[src/rtl/spi_byte_bridge_if.sv]
// spi_byte_bridge_if: bundles the bridge's TX/RX byte streams, FIFO levels and
// the single-byte SPI master handshake.
//   slave  modport: bridge side (consumes tx stream and master status, drives
//                   rx stream, levels and the master launch signals)
//   master modport: environment side (producer/consumer and SPI master)
// Optional feature: defining SPI_BRIDGE_XFER_CNT_EN adds xfer_count[15:0].
interface spi_byte_bridge_if #(
    parameter int unsigned DEPTH_LOG2 = 3
);
    localparam int unsigned LW = DEPTH_LOG2 + 1;

    logic [7:0]    tx_data;
    logic          tx_valid;
    logic          tx_ready;
    logic [7:0]    rx_data;
    logic          rx_valid;
    logic          rx_ready;
    logic [LW-1:0] tx_level;
    logic [LW-1:0] rx_level;
    logic          spi_start;
    logic [7:0]    spi_tx_byte;
    logic          spi_busy;
    logic [7:0]    spi_rx_byte;
`ifdef SPI_BRIDGE_XFER_CNT_EN
    logic [15:0]   xfer_count;

    modport slave (
        input  tx_data, tx_valid, rx_ready, spi_busy, spi_rx_byte,
        output tx_ready, rx_data, rx_valid, tx_level, rx_level,
        output spi_start, spi_tx_byte, xfer_count
    );

    modport master (
        output tx_data, tx_valid, rx_ready, spi_busy, spi_rx_byte,
        input  tx_ready, rx_data, rx_valid, tx_level, rx_level,
        input  spi_start, spi_tx_byte, xfer_count
    );
`else
    modport slave (
        input  tx_data, tx_valid, rx_ready, spi_busy, spi_rx_byte,
        output tx_ready, rx_data, rx_valid, tx_level, rx_level,
        output spi_start, spi_tx_byte
    );

    modport master (
        output tx_data, tx_valid, rx_ready, spi_busy, spi_rx_byte,
        input  tx_ready, rx_data, rx_valid, tx_level, rx_level,
        input  spi_start, spi_tx_byte
    );
`endif
endinterface

[src/rtl/spi_byte_bridge.sv]
// spi_byte_bridge: stream-to-SPI byte bridge. Transmit bytes enter a TX FIFO,
// each byte launches one single-byte SPI master transfer, and each received
// byte is stored in an RX FIFO read out as a first-word fall-through stream.
// A launch is only issued while the RX FIFO has room, so no received byte is
// ever dropped.
// Ports:
//   clk    - system clock, rising edge
//   reset  - asynchronous active-high reset
//   bus    - spi_byte_bridge_if.slave: tx stream (tx_data/valid/ready),
//            rx stream (rx_data/valid/ready), tx_level/rx_level,
//            master handshake (spi_start, spi_tx_byte, spi_busy, spi_rx_byte)
// Optional feature: defining SPI_BRIDGE_XFER_CNT_EN adds xfer_count[15:0],
// a wrapping count of received bytes pushed into the RX FIFO.
module spi_byte_bridge #(
    parameter int unsigned DEPTH_LOG2 = 3
) (
    input  logic             clk,
    input  logic             reset,
    spi_byte_bridge_if.slave bus
);
    localparam int unsigned DEPTH = 2 ** DEPTH_LOG2;
    localparam int unsigned PW    = DEPTH_LOG2;
    localparam int unsigned LW    = DEPTH_LOG2 + 1;

    typedef enum logic [1:0] {
        IDLE      = 2'd0,
        LAUNCH    = 2'd1,
        WAIT_BUSY = 2'd2,
        WAIT_DONE = 2'd3
    } state_e;

    state_e        state_q, state_d;

    logic [7:0]    tx_mem_q [DEPTH];
    logic [7:0]    tx_mem_d [DEPTH];
    logic [PW-1:0] tx_wptr_q, tx_wptr_d;
    logic [PW-1:0] tx_rptr_q, tx_rptr_d;
    logic [LW-1:0] tx_cnt_q, tx_cnt_d;

    logic [7:0]    rx_mem_q [DEPTH];
    logic [7:0]    rx_mem_d [DEPTH];
    logic [PW-1:0] rx_wptr_q, rx_wptr_d;
    logic [PW-1:0] rx_rptr_q, rx_rptr_d;
    logic [LW-1:0] rx_cnt_q, rx_cnt_d;

    logic          spi_start_q, spi_start_d;
    logic [7:0]    spi_tx_byte_q, spi_tx_byte_d;

    logic          tx_pop_c;
    logic          rx_push_c;
    logic          tx_push_c;
    logic          rx_pop_c;
    logic          tx_ready_c;
    logic          rx_valid_c;
    logic          can_launch_c;

    // Status derived from registered state only; no path from tx_valid/rx_ready.
    // A full TX FIFO still accepts a byte in the cycle a launch pops its head,
    // so push and pop on the same edge both take effect.
    assign tx_ready_c   = (tx_cnt_q != LW'(DEPTH)) || tx_pop_c;
    assign rx_valid_c   = (rx_cnt_q != '0);
    assign tx_push_c    = bus.tx_valid && tx_ready_c;
    assign rx_pop_c     = rx_valid_c && bus.rx_ready;
    // RX space is reserved for the single in-flight byte before launching.
    assign can_launch_c = (tx_cnt_q != '0) && !bus.spi_busy && (rx_cnt_q < LW'(DEPTH));

    // FSM state register
    always_ff @(posedge clk or posedge reset) begin
        if (reset) begin
            state_q <= IDLE;
        end else begin
            state_q <= state_d;
        end
    end

    // FSM next state
    always_comb begin
        state_d = state_q;
        case (state_q)
            IDLE:      if (can_launch_c) state_d = LAUNCH;
            LAUNCH:    state_d = WAIT_BUSY;
            WAIT_BUSY: if (bus.spi_busy) state_d = WAIT_DONE;
            WAIT_DONE: if (!bus.spi_busy) state_d = IDLE;
            default:   state_d = IDLE;
        endcase
    end

    // FSM outputs: TX pop and launch in LAUNCH, RX push when the master finishes
    always_comb begin
        tx_pop_c      = 1'b0;
        rx_push_c     = 1'b0;
        spi_start_d   = 1'b0;
        spi_tx_byte_d = spi_tx_byte_q;
        case (state_q)
            LAUNCH: begin
                tx_pop_c      = 1'b1;
                spi_start_d   = 1'b1;
                spi_tx_byte_d = tx_mem_q[tx_rptr_q];
            end
            WAIT_DONE: rx_push_c = !bus.spi_busy;
            default: ;
        endcase
    end

    // FIFO next state
    always_comb begin
        tx_mem_d  = tx_mem_q;
        tx_wptr_d = tx_wptr_q;
        tx_rptr_d = tx_rptr_q;
        rx_mem_d  = rx_mem_q;
        rx_wptr_d = rx_wptr_q;
        rx_rptr_d = rx_rptr_q;

        if (tx_push_c) begin
            tx_mem_d[tx_wptr_q] = bus.tx_data;
            tx_wptr_d           = tx_wptr_q + PW'(1);
        end
        if (tx_pop_c) begin
            tx_rptr_d = tx_rptr_q + PW'(1);
        end
        tx_cnt_d = tx_cnt_q + LW'(tx_push_c) - LW'(tx_pop_c);

        if (rx_push_c) begin
            rx_mem_d[rx_wptr_q] = bus.spi_rx_byte;
            rx_wptr_d           = rx_wptr_q + PW'(1);
        end
        if (rx_pop_c) begin
            rx_rptr_d = rx_rptr_q + PW'(1);
        end
        rx_cnt_d = rx_cnt_q + LW'(rx_push_c) - LW'(rx_pop_c);
    end

    // Datapath registers; storage is cleared so rx_data reads 0x00 after reset
    always_ff @(posedge clk or posedge reset) begin
        if (reset) begin
            tx_mem_q      <= '{default: '0};
            tx_wptr_q     <= '0;
            tx_rptr_q     <= '0;
            tx_cnt_q      <= '0;
            rx_mem_q      <= '{default: '0};
            rx_wptr_q     <= '0;
            rx_rptr_q     <= '0;
            rx_cnt_q      <= '0;
            spi_start_q   <= 1'b0;
            spi_tx_byte_q <= '0;
        end else begin
            tx_mem_q      <= tx_mem_d;
            tx_wptr_q     <= tx_wptr_d;
            tx_rptr_q     <= tx_rptr_d;
            tx_cnt_q      <= tx_cnt_d;
            rx_mem_q      <= rx_mem_d;
            rx_wptr_q     <= rx_wptr_d;
            rx_rptr_q     <= rx_rptr_d;
            rx_cnt_q      <= rx_cnt_d;
            spi_start_q   <= spi_start_d;
            spi_tx_byte_q <= spi_tx_byte_d;
        end
    end

`ifdef SPI_BRIDGE_XFER_CNT_EN
    logic [15:0] xfer_count_q, xfer_count_d;

    // Wrapping count of bytes pushed into the RX FIFO
    always_comb begin
        xfer_count_d = xfer_count_q + 16'(rx_push_c);
    end

    always_ff @(posedge clk or posedge reset) begin
        if (reset) begin
            xfer_count_q <= '0;
        end else begin
            xfer_count_q <= xfer_count_d;
        end
    end

    assign bus.xfer_count = xfer_count_q;
`endif

    assign bus.tx_ready    = tx_ready_c;
    assign bus.rx_valid    = rx_valid_c;
    assign bus.rx_data     = rx_mem_q[rx_rptr_q];
    assign bus.tx_level    = tx_cnt_q;
    assign bus.rx_level    = rx_cnt_q;
    assign bus.spi_start   = spi_start_q;
    assign bus.spi_tx_byte = spi_tx_byte_q;

endmodule

[src/flat_wrapper.sv]
// flat-port wrapper written by rule: the top's interface ports become plain ports
module spi_byte_bridge_flat 
#(
    parameter int unsigned DEPTH_LOG2 = 3
)
  (clk, reset, bus_tx_data, bus_tx_valid, bus_rx_ready, bus_spi_busy, bus_spi_rx_byte, bus_tx_ready, bus_rx_data, bus_rx_valid, bus_tx_level, bus_rx_level, bus_spi_start, bus_spi_tx_byte);
  spi_byte_bridge_if #(.DEPTH_LOG2(DEPTH_LOG2)) bus_i ();
  input  logic clk;
  input  logic reset;
  input wire logic [$bits(bus_i.tx_data)-1:0] bus_tx_data;
  input wire logic [$bits(bus_i.tx_valid)-1:0] bus_tx_valid;
  input wire logic [$bits(bus_i.rx_ready)-1:0] bus_rx_ready;
  input wire logic [$bits(bus_i.spi_busy)-1:0] bus_spi_busy;
  input wire logic [$bits(bus_i.spi_rx_byte)-1:0] bus_spi_rx_byte;
  output wire logic [$bits(bus_i.tx_ready)-1:0] bus_tx_ready;
  output wire logic [$bits(bus_i.rx_data)-1:0] bus_rx_data;
  output wire logic [$bits(bus_i.rx_valid)-1:0] bus_rx_valid;
  output wire logic [$bits(bus_i.tx_level)-1:0] bus_tx_level;
  output wire logic [$bits(bus_i.rx_level)-1:0] bus_rx_level;
  output wire logic [$bits(bus_i.spi_start)-1:0] bus_spi_start;
  output wire logic [$bits(bus_i.spi_tx_byte)-1:0] bus_spi_tx_byte;
  assign bus_i.tx_data = bus_tx_data;
  assign bus_i.tx_valid = bus_tx_valid;
  assign bus_i.rx_ready = bus_rx_ready;
  assign bus_i.spi_busy = bus_spi_busy;
  assign bus_i.spi_rx_byte = bus_spi_rx_byte;
  assign bus_tx_ready = bus_i.tx_ready;
  assign bus_rx_data = bus_i.rx_data;
  assign bus_rx_valid = bus_i.rx_valid;
  assign bus_tx_level = bus_i.tx_level;
  assign bus_rx_level = bus_i.rx_level;
  assign bus_spi_start = bus_i.spi_start;
  assign bus_spi_tx_byte = bus_i.spi_tx_byte;
  spi_byte_bridge #(.DEPTH_LOG2(DEPTH_LOG2)) u_core (.clk(clk), .reset(reset), .bus(bus_i));
endmodule
[config.mk]
export PLATFORM = sky130hd
export DESIGN_NAME = spi_byte_bridge_flat
export DESIGN_NICKNAME = d
export VERILOG_FILES = /design/src/rtl/spi_byte_bridge_if.sv /design/src/rtl/spi_byte_bridge.sv /design/src/flat_wrapper.sv
export SDC_FILE = /design/constraint.sdc
export NUM_CORES = 1
export LEC_CHECK = 0
export CAP_MARGIN = 10
export CORE_AREA = 10 10 96 162
export CTS_CLUSTER_SIZE = 8
export DETAILED_ROUTE_END_ITERATION = 6
export DIE_AREA = 0 0 106 172
export PLACE_DENSITY = 0.88
export SLEW_MARGIN = 30
export SYNTH_ARGS = -nofsm -noshare
export SYNTH_HDL_FRONTEND = slang
export SYNTH_SLANG_ARGS = --single-unit
[constraint.sdc]
create_clock -name clk -period 5.7 [get_ports clk]
set_input_delay 0.855 -clock clk [delete_from_list [all_inputs] [get_ports clk]]
set_output_delay 0.855 -clock clk [all_outputs]
set_load 0.1 [all_outputs]
==> flow_summary_export.csv, run 1 <==
group,metric,value,unit
route,routed_wirelength,15000,µm
grt,gr-total-overflow,0,
cts,clk_latency,0.42,ns
finish,fin_area,8620,µm²
cts,clkTransAtPathRegs,0.06,ns
route,antenna_left,0,
timing,setup_violations,0,
grt,grt_pass1_vias,4779,
cts,clock-sinks,159,
grt,grt_pass1_wl,24400,µm
floorplanning,core,12800,µm²
cts,post_cts_resized,0,
timing,fmax,254,MHz
critical_path,crit_family,"buffers and inverters",
critical_path,cp_cell_sequence,"inv_1 > ha_1 > or4b_4 > clkdlybuf4s50_1",
floorplanning,start_util,0.581,
critical_path,worstReg2RegStart,"u_core.state_q[1]",
yosys,synth_top_cell_by_area,"dfrtp_1",
run_status,status,"finished clean",
yosys,ys_seq_area_frac,0.535,
timing,timing.setup.tns,0,ns
yosys,synthTopCellsByArea,"dfrtp_1, mux2_2, mux4_2",
floorplanning,die-area,18200,µm²
run,maxCapViolCount,0,
route,drt_iter0_markers,124,
cts,htree_num_levels,4,
cts,cts_tree,"done",
timing,period_share,0.691,
yosys,syn_inst,512,
place,io_buffers,47,
grt,grt.total_usage,0.170,
worst_hold_path,min_from,"u_core.tx_mem_q[4]",
floorplanning,die_x,106,µm
critical_path,reg2reg_slack,2.73,ns
worst_hold_path,hold_path_depth,1,
place,place_ws,2.19,ns
cts,clockRootBuffer,"clkbuf_16",
timing,worstMarginPinSlew,1.02,ns
critical_path,cp.depth,4,
place,dpl_cell_area,8030,µm²
yosys,syn-cell-area,7430,µm²
timing,drv_slew,0,
yosys,dominantRegCellSynth,"dfrtp_1",
worst_hold_path,hold_class,"flip-flop to flip-flop",
critical_path,critPathKind,"flip-flop to output port",
yosys,yosysWarnings,0,
finish,drive_gt1_frac,0.355,
yosys,synth_cell_type_count,35,
route,vias,4255,
timing,whs,0.493,ns
timing,min_period,3.94,ns
critical_path,crit_fanout,22,
place,place_congestion,0.800,
critical_path,start_kind,"flip-flop",
finish,register_area,3980,µm²
floorplanning,rows,55,
route,wl_per_cell,20.3,µm
critical_path,r2r_cells,6,
place,dp_hpwl,10200,µm
route,first_pass_iters,4,
timing,slew_headroom,0.317,
cts,hold_buffers,0,
cts,cts_buffers,17,
grt,antenna_found_initial,0,
route,drc,0,
critical_path,cp.arrival,3.08,ns
timing,rsz0062_at_grt,"no",
floorplanning,io_pins,48,
critical_path,r2r_end,"u_core.tx_mem_q[46]",
floorplanning,die_h,172,µm
finish,antenna-diode-count,0,
yosys,syn_nets,555,
critical_path,crit_path_top_delay_cell,"clkdlybuf4s50_1",
timing,skew,0.0107,ns
cts,cts_setup_buffers,0,
timing,setup_ws,1.76,ns
worst_hold_path,holdPathEnd,"u_core.tx_mem_q[4]",
finish,area_delta_synth_final,16.0,%
yosys,ys_async_sr_fraction,1.00,
route,viasPerCell,5.75,
grt,grt_max_degree,115,
yosys,yosys.area.top_type_share,0.535,
yosys,synth_edf_count,0,
critical_path,slowest_delay,1.13,ns
yosys,syn_avg_cell_area,14.5,µm²
critical_path,critical_path_required,4.85,ns
critical_path,path_buf_inv,2,
cts,clock_path_buffers,2,
finish,multi_input_area,3240,µm²
timing,finalHoldViolCount,0,
critical_path,cp-end-kind,"output port",
finish,nets,600,
yosys,ys_ff_latch,159,
finish,num-fill-cells,888,
-- cell usage after synthesis, types with 3 or more instances --
library cell / instances
nor2_1: 5
mux4_2: 16
buf_2: 7
nand2_1: 8
mux2i_1: 33
a22oi_1: 16
nand3_1: 9
inv_1: 28
clkbuf_1: 10
o21ai_0: 10
nor3b_2: 4
xnor2_1: 7
xor2_1: 5
ha_1: 20
dfrtp_1: 159
mux2_1: 3
nor2b_1: 5
buf_1: 4
mux2_2: 138
-- area by class of cell --
cell class,instances,area share
clock buffers,21,0.0534
clock inverters,10,0.0148
inverters,28,0.0131
multi-input cells,302,0.376
flip-flops and latches,159,0.461
well taps,171,0.0248
repair buffers,49,0.0563
-- routing by layer --
metal  vias to the layer above  part of all wire  GRT usage
met4                         0             0.019     0.0716
met3                        26             0.031     0.0358
met2                        75              0.57      0.322
met5                         -                 0          0
li1                       1928                 -          -
met1                      2226              0.38      0.176
-- worst register-to-register path, cell delays in order (launching register included) --
cell	delay, ns
dfrtp_1	0.41
inv_1	0.11
ha_1	0.73
or4b_4	0.29
nand3_2	0.13
nor3b_2	0.77
mux2_2	0.42
-- layout by cell type (no fill, tap or decap), drive strengths merged, types with 3 or more instances in the layout --
cell type,Yosys,layout
nor2,7,7
nand2,8,8
clkbuf,10,21
mux2i,33,33
nand3,12,12
mux2,141,141
inv,28,32
mux4,16,16
dfrtp,159,159
nor2b,5,5
and2,3,3
a22oi,16,16
xor2,5,5
clkinv,0,3
nor3b,6,6
xnor2,7,7
ha,20,20
o21ai,10,10
clkdlybuf4s50,0,47
-- registers in the layout, summed over array words and instances (netlist names) --
register,flops
u_core.bus.spi_tx_byte,8
u_core.tx_wptr_q,3
u_core.bus.tx_level,4
u_core.rx_rptr_q,3
u_core.tx_mem_q,64
u_core.rx_wptr_q,3
u_core.bus.rx_level,4
u_core.tx_rptr_q,3
u_core.rx_mem_q,64
u_core.state_q,2
u_core.bus.spi_start,1
-- worst max-delay path by stage --
stage | startpoint | end | slack [ns]
after global routing | u_core.state_q[1] | bus_tx_ready | 1.64
after global placement | u_core.rx_rptr_q[0] | bus_rx_data[4] | 1.88
final | u_core.state_q[1] | bus_tx_ready | 1.76
after detailed placement | u_core.state_q[1] | bus_tx_ready | 2.19
after floorplan | reset | u_core.bus.rx_level[0] | 0.55
after CTS | u_core.state_q[1] | bus_tx_ready | 1.75
-- per-stage QoR --
stage | utilization | instances
after global routing | 0.674 | 740
after global placement | 0.628 | 709
final | 0.674 | 740
after CTS | 0.674 | 740
after detailed placement | 0.628 | 709
after floorplan | - | 512
-- cell families after synthesis --
family                   count (synthesis)  share of synthesized area
AO/OA/AOI/OAI                           30                     0.0263
XOR/XNOR                                12                     0.0141
adder cells (fa/ha/maj)                 22                     0.0390
buffers and inverters                   51                     0.0284
flip-flops                             159                      0.535
multiplexers                           190                      0.306
AND/OR/NAND/NOR                         48                     0.0505
Power of run 1 is left out: the tool's default activity adds up to more than one toggle a clock period on the data nets, which glitch-free logic cannot reach.
==> run 2: changes to the inputs <==
--- a/config.mk
+++ b/config.mk
@@ -6,11 +6,11 @@
 export NUM_CORES = 1
 export LEC_CHECK = 0
 export CAP_MARGIN = 10
-export CORE_AREA = 10 10 96 162
+export CORE_AREA = 10 10 101 170
 export CTS_CLUSTER_SIZE = 8
 export DETAILED_ROUTE_END_ITERATION = 6
-export DIE_AREA = 0 0 106 172
-export PLACE_DENSITY = 0.88
+export DIE_AREA = 0 0 111 180
+export PLACE_DENSITY = 0.84
 export SLEW_MARGIN = 30
 export SYNTH_ARGS = -nofsm -noshare
 export SYNTH_HDL_FRONTEND = slang
==> constraint.sdc (replaced) <==
create_clock -name clk -period 3.38 [get_ports clk]
set_input_delay 0.507 -clock clk [delete_from_list [all_inputs] [get_ports clk]]
set_output_delay 0.507 -clock clk [all_outputs]
set_load 0.1 [all_outputs]
==> run 2 against run 1 <==
Compared with the run above:
- cell count is 2.3% higher
- sequential share of layout area is 0.21 points lower
- die area is 9.6% higher
- routed wire length is 0.95% lower
- first-iteration DRC count rose by 11%
- via count increased by 1.1%
- sequential cell count is the same
- setup slack worse by 1.0 ns
- design area is 0.44% higher
- non-clock buffer count is 7 higher
- critical endpoint is now bus_rx_data[1]
- highest routed layer unchanged
==> flow_summary_export.csv, run 2 (synthesized netlist as in run 1, its figures left out) <==
group,metric,value,unit
finish,final_common_cell,"dfrtp_1",
finish,instances_no_fill,757,
finish,fin_util,0.606,
timing,finalHoldViolCount,0,
floorplanning,die_h,180,µm
critical_path,critical_path_required,2.87,ns
cts,htree_num_levels,4,
floorplanning,io_pins,48,
timing,rsz0062_at_grt,"no",
grt,grt_pass1_vias,4752,
timing,whs,0.492,ns
cts,cts_buffers,17,
cts,clock_path_buffers,2,
timing,skew,0.0120,ns
critical_path,cp.arrival,2.16,ns
route,antenna_left,0,
grt,grt_max_degree,160,
critical_path,critPathKind,"flip-flop to output port",
timing,worstMarginPinSlew,0.983,ns
cts,clk_latency,0.42,ns
floorplanning,rows,58,
route,routed_wirelength,14900,µm
timing,setup_violations,0,
route,first_pass_iters,4,
place,io_buffers,47,
route,top_layer_used,"met4",
place,dp_hpwl,10200,µm
critical_path,path_buf_inv,2,
run,maxCapViolCount,0,
timing,timing.setup.tns,0,ns
grt,antenna_found_initial,0,
cts,cts_tree,"done",
critical_path,cp_common_cell,"buf_4",
cts,clockRootBuffer,"clkbuf_16",
grt,grt_pass1_wl,24400,µm
critical_path,cp-end-kind,"output port",
floorplanning,core,14300,µm²
route,drc,0,
critical_path,crit_path_top_delay_cell,"mux4_2",
timing,period_share,0.789,
route,viasPerCell,5.68,
timing,slew_headroom,0.342,
finish,area_delta_synth_final,16.5,%
finish,multi_input_area,3240,µm²
finish,num-fill-cells,1057,
route,wl_met2,8610,µm
critical_path,slowest_delay,0.56,ns
route,wl_per_cell,19.6,µm
worst_hold_path,hold_class,"flip-flop to flip-flop",
route,wl_met3,381,µm
cts,cts_setup_buffers,0,
critical_path,start_kind,"flip-flop",
cts,hold_buffers,0,
route,drt_iter0_markers,138,
cts,clock-sinks,159,
floorplanning,die_x,111,µm
route,vias,4302,
floorplanning,start_util,0.520,
finish,nets,607,
finish,register_area,3980,µm²
grt,grt.total_usage,0.151,
timing,fmax,375,MHz
place,place_inst,725,
floorplanning,die-area,20000,µm²
grt,gr-total-overflow,0,
route,wl_met1,5590,µm
cts,clkTransAtPathRegs,0.06,ns
run_status,status,"finished clean",
timing,min_period,2.67,ns
timing,drv_slew,0,
critical_path,crit_fanout,18,
finish,antenna-diode-count,0,
finish,drive_gt1_frac,0.385,
critical_path,cp_cell_sequence,"buf_4 > mux4_2 > mux2_2 > buf_4",
finish,final_cell_mix,"dfrtp_1, mux2_2, clkdlybuf4s50_1",
place,place_congestion,0.741,
cts,post_cts_resized,0,
critical_path,crit_family,"multiplexers",
run 2: worst paths after layout:
path | startpoint | endpoint | depth (start not counted) | slack, ns
worst min register to register | u_core.tx_mem_q[4] | u_core.tx_mem_q[4] | 1 | 0.49
max in group asynchronous | reset | u_core.tx_wptr_q[1] | 3 | 2.09
worst min-delay path | u_core.tx_mem_q[4] | u_core.tx_mem_q[4] | 1 | 0.49
worst max register to register | u_core.bus.rx_level[2] | u_core.bus.rx_level[1] | 10 | 0.93
min in group asynchronous | reset | u_core.rx_mem_q[37] | 3 | 0.65
worst max-delay path | u_core.rx_rptr_q[0] | bus_rx_data[1] | 4 | 0.71
run 2: area by class of cell:
class / instances / area share
multi-input combinational: 302 / 0.375
clock buffer: 17 / 0.0491
timing repair buffer: 56 / 0.0604
sequential: 159 / 0.459
inverter: 28 / 0.0126
clock inverter: 15 / 0.0181
tap: 180 / 0.0260
run 2: metal layers:
metal,track usage,up-vias
met3,0.0300,30
met4,0.0539,0
met1,0.157,2244
li1,-,1947
met2,0.286,81
met5,0,-
run 2: worst register-to-register path: cells and delay by family, from the launching register on:
kind | cells | cell delay, ns
adder cells (fa/ha/maj) | 4 | 1.06
flip-flops | 1 | 0.37
buffers and inverters | 4 | 0.23
AND/OR/NAND/NOR | 2 | 0.68
run 2: stage by stage:
stage / cell area (µm²) / setup WS (ns)
after floorplan: 7440 / 0.0919
after global placement: 8080 / 0.831
after detailed placement: 8080 / 0.773
after CTS: 8660 / 0.672
after global routing: 8660 / 0.601
final: 8660 / 0.715
Power of run 2 is left out for the same reason.
